[src/rtl/div_ctrl_pkg.sv]
// Shared types and constants for the iterative divider controller.
package div_ctrl_pkg;

  typedef enum logic [1:0] {
    DivFree   = 2'b00,
    DivByZero = 2'b01,
    DivOn     = 2'b10,
    DivEnd    = 2'b11
  } div_state_t;

  localparam logic DivResultReady    = 1'b1;
  localparam logic DivResultNotReady = 1'b0;
  localparam logic DivStart          = 1'b1;
  localparam logic DivStop           = 1'b0;

  // Result bus carries {remainder, quotient}, each DATA_W wide.
  localparam int DivResultMult = 2;

endpackage

[src/rtl/div_step.sv]
// One restoring shift-subtract step over the {remainder, quotient} accumulator.
module div_step #(
  parameter int DATA_W = 32
) (
  input  logic [2*DATA_W:0]   acc,
  input  logic [DATA_W-1:0]   divisor,
  output logic [DATA_W-1:0]   diff,
  output logic                nonneg,
  output logic [2*DATA_W:0]   acc_next
);

  logic signed [DATA_W+1:0] trial;

  // Remainder field lives in acc[2W:W]; shifting left pulls the next dividend bit in.
  always_comb begin
    trial    = $signed({1'b0, acc[2*DATA_W-1:DATA_W-1]}) - $signed({2'b00, divisor});
    nonneg   = acc[2*DATA_W] | ~trial[DATA_W+1];
    diff     = trial[DATA_W-1:0];
    acc_next = nonneg ? {trial[DATA_W:0], acc[DATA_W-2:0], 1'b1}
                      : {acc[2*DATA_W-1:0], 1'b0};
  end

endmodule

[src/rtl/div_ctrl.sv]
// Sequencing controller for the shared radix-2 restoring divider behind DIV/DIVU.
module div_ctrl
  import div_ctrl_pkg::*;
#(
  parameter int DATA_W = 32,
  parameter int CNT_W  = 6
) (
  input  logic                              clk,
  input  logic                              rst,
  input  logic                              div_start,
  input  logic                              div_signed,
  input  logic [DATA_W-1:0]                 opdata1,
  input  logic [DATA_W-1:0]                 opdata2,
  input  logic                              annul,
  output logic [DivResultMult*DATA_W-1:0]   result,
  output logic                              result_ready,
  output logic                              stallreq_for_div,
  output logic                              busy
);

  function automatic logic [DATA_W-1:0] magnitude(input logic signed [DATA_W-1:0] x,
                                                  input logic en);
    logic signed [DATA_W-1:0] neg;
    neg = -x;
    return (en && x[DATA_W-1]) ? $unsigned(neg) : $unsigned(x);
  endfunction

  function automatic logic [DATA_W-1:0] apply_sign(input logic [DATA_W-1:0] x,
                                                   input logic neg);
    return neg ? (~x + DATA_W'(1)) : x;
  endfunction

  div_state_t                        state, state_next;
  logic [CNT_W-1:0]                  cnt, cnt_next;
  logic [DivResultMult*DATA_W-1:0]   result_next;
  logic [2*DATA_W:0]                 acc;
  logic [DATA_W-1:0]                 divisor;
  logic                              neg_quo, neg_rem;
  logic [DATA_W-1:0]                 step_diff;
  logic                              step_nonneg;
  logic [2*DATA_W:0]                 step_next;
  logic [DATA_W-1:0]                 quo_fix, rem_fix;
  logic                              start_ok, last_step;

  div_step #(.DATA_W(DATA_W)) u_step (
    .acc      (acc),
    .divisor  (divisor),
    .diff     (step_diff),
    .nonneg   (step_nonneg),
    .acc_next (step_next)
  );

  assign start_ok  = (div_start == DivStart) & ~annul;
  assign last_step = (cnt == CNT_W'(DATA_W - 1));

  always_comb begin
    state_next  = state;
    cnt_next    = '0;
    result_next = result;
    // On the final step the remainder comes straight from the subtractor when it fits.
    rem_fix = apply_sign(step_nonneg ? step_diff : step_next[2*DATA_W-1:DATA_W], neg_rem);
    quo_fix = apply_sign(step_next[DATA_W-1:0], neg_quo);
    case (state)
      DivFree: begin
        if (start_ok) state_next = (opdata2 == '0) ? DivByZero : DivOn;
      end
      DivByZero: begin
        if (annul) begin
          state_next = DivFree;
        end else begin
          state_next  = DivEnd;
          result_next = {acc[DATA_W-1:0], {DATA_W{1'b1}}};
        end
      end
      DivOn: begin
        if (annul) begin
          state_next = DivFree;
        end else if (last_step) begin
          state_next  = DivEnd;
          result_next = {rem_fix, quo_fix};
        end else begin
          cnt_next = cnt + CNT_W'(1);
        end
      end
      DivEnd: begin
        if (annul || div_start == DivStop) state_next = DivFree;
      end
      default: state_next = DivFree;
    endcase
  end

  assign result_ready     = (state == DivEnd) ? DivResultReady : DivResultNotReady;
  assign busy             = (state != DivFree);
  assign stallreq_for_div = start_ok & (state != DivEnd);

  always_ff @(posedge clk or posedge rst) begin
    if (rst) begin
      state  <= DivFree;
      cnt    <= '0;
      result <= '0;
    end else begin
      state  <= state_next;
      cnt    <= cnt_next;
      result <= result_next;
    end
  end

  // Operand capture: a zero divisor keeps the raw dividend for the {dividend, all-ones} result.
  always_ff @(posedge clk) begin
    if (state == DivFree && start_ok) begin
      if (opdata2 == '0) acc <= {{(DATA_W+1){1'b0}}, opdata1};
      else               acc <= {{(DATA_W+1){1'b0}}, magnitude(opdata1, div_signed)};
      divisor <= magnitude(opdata2, div_signed);
      neg_quo <= div_signed & (opdata1[DATA_W-1] ^ opdata2[DATA_W-1]);
      neg_rem <= div_signed & opdata1[DATA_W-1];
    end else if (state == DivOn) begin
      acc <= step_next;
    end
  end

endmodule

[config.mk]
export PLATFORM = sky130hd
export DESIGN_NAME = div_ctrl
export DESIGN_NICKNAME = d
export VERILOG_FILES = /design/src/rtl/div_ctrl_pkg.sv /design/src/rtl/div_step.sv /design/src/rtl/div_ctrl.sv
export SDC_FILE = /design/constraint.sdc
export NUM_CORES = 1
export LEC_CHECK = 0
export ABC_AREA = 1
export BUFFER_PORTS_ARGS = -buffer_cell sky130_fd_sc_hd__buf_2
export CAP_MARGIN = 40
export CORE_MARGIN = 5
export CORE_UTILIZATION = 45
export CTS_BUF_LIST = sky130_fd_sc_hd__clkbuf_8
export DETAILED_ROUTE_END_ITERATION = 10
export GPL_TIMING_DRIVEN = 0
export PLACE_DENSITY_LB_ADDON = 0.08
export SKIP_LAST_GASP = 1
export SLEW_MARGIN = 20
export SYNTH_ARGS = -nofsm -noshare
export SYNTH_HDL_FRONTEND = slang
export SYNTH_SLANG_ARGS = --single-unit
[constraint.sdc]
create_clock -name clk -period 4.3 [get_ports clk]
set_input_delay 0.86 -clock clk [delete_from_list [all_inputs] [get_ports clk]]
set_output_delay 0.86 -clock clk [all_outputs]
set_load 0.005 [all_outputs]
==> flow_summary_export.csv <==
group,metric,value,unit
worst_setup_path,required,4680,ps
power,p_seq_share,28.1,%
worst_setup_path,cp-start-kind,"flop",
global_route,grt_pass1_wl,69070,um
placed_design,portBuffers,133,
floorplan,die_w,182.1,um
yosys,synth_flop_cell,"edfxtp_1",
timing,max_freq,0.2460,GHz
yosys,synth-edff-count,99,
clock_tree,cts.path.max_buffers,2,
route,wl_per_cell,17.67,um
worst_setup_path,crit_fanout,10,
floorplan,initial_core_util,45.23,%
route,postRouteAntennaNets,0,
power,p_int,5.463,mW
timing,hold_viol,0,
timing,setup_viol,0,
route,drc_errors,0,
route,vias,13340,
yosys,async_reset_ff_share,42.11,%
worst_setup_path,crit_top_cell,"inv_1",
timing,worst_slack,234.7,ps
yosys,synth.avg_cell_area,6.728,um2
timing,rsz0062_at_grt,"yes",
route,routed_wl,44980,um
yosys,synth-seq-cells,171,
placed_design,place.gp.congestion,0.9376,
worst_setup_path,crit_start,"divisor[27]",
status,status,"finished, final reports clean",
yosys,synth_top_family_by_area,"simple AND/OR/NAND/NOR gates",
layout,fin_cells,2546,
route,drt_first_iter_violations,1202,
worst_setup_path,r2r_slack,230,ps
clock_tree,tritoncts,"yes",
run,cap_violations,0,
timing,slew_violations,0,
yosys,synth_top_area_share,22.30,%
worst_setup_path,crit_family,"simple AND/OR/NAND/NOR gates",
clock_tree,clock_latency,510,ps
placed_design,dpl.hpwl,36630,um
floorplan,rows,63,
worst_setup_path,r2r_start,"divisor[27]",
power,p_sw,6.130,mW
yosys,synthMuxAreaShare,0,%
clock_tree,clk_pin_slew,110,ps
clock_tree,postCtsHoldBufs,0,
power,power_frac_clock,10.4,%
worst_setup_path,cpMaxStageDelayCell,"edfxtp_1",
power,power.leakage,7.631,nW
power,power.density,767.8,mW/mm2
timing,relSlewSlack,42.01,%
global_route,antenna_found_initial,4,
yosys,synth_fp_nets,2094,
route,via_per_inst,5.239,
global_route,grt_max_degree,49,
global_route,grt_pass1_vias,12390,
power,vdd_drop_max,324.1,uV
timing,min_period,4065,ps
layout,area_delta_synth_final,13.24,%
yosys,synth_fa_ha_area_share,4.091,%
yosys,ys_seq_area_share,35.81,%
worst_setup_path,worstSetupPathType,"reg -> reg",
power,power_frac_comb,61.5,%
timing,fin_skew,32.33,ps
timing,setup_tns,0,ps
yosys,syn_area,0.01333,mm2
global_route,grt_usage,26.94,%
route,first_pass_iters,9,
clock_tree,htreeDepth,4,
floorplan,core_area,0.02948,mm2
layout,drive_gt1_share,12.48,%
placed_design,dp_slack,-303.5,ps
yosys,yosys.area_share.simple,34.75,%
layout,multi_input_area,0.007139,mm2
worst_setup_path,max_stage_delay,380,ps
worst_setup_path,critPathCaptureType,"flop",
floorplan,dieArea,0.03317,mm2
worst_setup_path,arrival,4450,ps
power,netSwitchingFraction,52.88,%
layout,diodes,0,
layout,ff_latch_area,0.004775,mm2
yosys,synthTopCellsByArea,"edfxtp_1 (22%), nand2_1 (17%), dfrtp_1 (14%)",
yosys,yosys_warnings,0,
worst_setup_path,crit_buf_inv,5,
worst_setup_path,r2r-end,"result[28]",
worst_setup_path,worst_r2r_path_depth,22,
timing,period_share,94.54,%
clock_tree,clock_sinks,171,
layout,fillers,3091,
timing,worst_pin_slew,865.8,ps
yosys,syn_inst,1982,
yosys,synth_cell_type_count,52,
clock_tree,root_buffer,"clkbuf_8",
min_path,hp-class,"in -> async",
worst_setup_path,path_cells,"inv_1 -> ha_1 -> nand2_1 -> a21oi_1 -> o21ai_0 -> nand3_1 -> nor2_4 -> nand2_4 -> buf_8 -> clkinv_2 -> ha_1 -> inv_1 -> nor4_4 -> nand4_1 -> nor2_2 -> nand4_1 -> o21ai_2 -> o21ai_1 -> o21ai_0 -> nand2_1 -> o22ai_1 -> inv_1",
clock_tree,numCtsBuffers,17,
yosys,synth_top_area_cell,"edfxtp_1",
placed_design,placed_cells,2509,
floorplan,die_h,182.1,um
yosys,synth_xor_xnor_area_share,4.335,%
floorplan,io_pins,136,
layout,final_nets,2255,
global_route,grt_remaining_overflow,0,
yosys,synth-compound-area-share,9.731,%
## routing by layer
metal,global-route usage [%],up-vias,part of all wire (%)
li1,-,6644,-
met1,40.47,6194,47
met2,40.65,449,43
met3,4.963,47,7.7
met4,5.734,4,1.5
met5,0,-,0.060
## power groups by stage
stage | combinational (mW) | clock [mW] | sequential, mW
2_1_floorplan | 4.86 | 0 | 3.12
3_3_place_gp | 6.90 | 0 | 3.31
3_5_place_dp | 6.99 | 0 | 3.27
4_1_cts | 7.03 | 1.23 | 3.24
5_1_grt | 8.00 | 1.29 | 3.33
6_report | 7.13 | 1.20 | 3.26
## timing repair
action	CTS	global route
resized for setup	3	12
endpoints found under the hold margin	0	0
pin swaps	0	4
endpoints found under the setup margin	3	5
setup buffers	0	5
## layout make-up
| type | count | share of cell area (%) |
|---|---|---|
| Buffer | 55 | 1.864 |
| Clock inverter | 15 | 1.160 |
| Inverter | 326 | 8.137 |
| Timing Repair Buffer | 142 | 5.154 |
| Sequential cell | 171 | 31.62 |
| Multi-Input combinational cell | 1430 | 47.28 |
| Tap cell | 390 | 3.232 |
| Clock buffer | 17 | 1.550 |
## how the worst max path moves through the flow
stage,end,depth (start not counted),slack [ps]
floorplan,result[28],25,720
global placement,acc[54],7,-520
detailed placement,result[28],25,-300
CTS,result[28],25,10
global route,result[28],25,-40
finish,result[28],22,230
## cells by family (layout without fill, tap and decap cells)
family,Yosys count,after routing
XOR/XNOR,66,66
buffers and inverters,381,555
flip-flops,171,171
AND/OR/NAND/NOR,1081,1081
adder cells (fa/ha/maj),43,43
AO/OA/AOI/OAI,240,240
## synth_stat cells, types with 8 or more instances
master    number
dfrtp_1       72
nand2_1      592
a31oi_1       14
nor4_1        15
clkbuf_1      37
a21oi_1       86
ha_1          42
xnor2_1       17
inv_2          8
nor2_1       221
nand3_1      136
o21ai_0       99
inv_1        315
nand3b_1       8
o22ai_1       11
edfxtp_1      99
nand4_1       29
xor2_1        49
o21ai_1        9
nor3_1        23
nor2_2         9
nand2_2       24
## cell usage in the layout, fill, tap and decap left out, types with 4 or more instances in the layout
cell type  instances
nor3_1            23
o21ai_0           97
buf_4              8
a31oi_1           14
edfxtp_1          99
o21ai_2            4
dfrtp_1           72
nand2_4            5
or2_2              4
clkbuf_8          17
nand3b_1           8
a21oi_1           86
nor2_2            10
o22ai_1           11
nor2_1           220
buf_2            140
nand2_2           24
nand3_1          136
inv_2              8
inv_1            313
nand4_1           29
buf_6              4
o211ai_1           5
ha_1              37
xnor2_1           17
nand2_1          591
o21ai_1           10
xor2_1            49
inv_8              5
nor4_1            13
clkbuf_1          36
## through the flow
| stage | utilization, % | instance area, um2 | power, mW | hold slack, ps |
|---|---|---|---|---|
| after floorplan | - | 13330 | 7.987 | 431.5 |
| after global placement | 49.14 | 14490 | 10.21 | 447.1 |
| after global routing | 51.22 | 15100 | 12.62 | 331.6 |
| after CTS | 50.87 | 15000 | 11.50 | 311.6 |
| final | 51.22 | 15100 | 11.59 | 325.8 |
| after detailed placement | 49.44 | 14570 | 10.26 | 459.1 |
## state kept, by name, summed over array words and instances (netlist names)
register / count
state: 2
result: 64
cnt: 6
neg_quo: 1
neg_rem: 1
acc: 65
divisor: 32
Note: power is estimated with default switching activity, not from simulation.
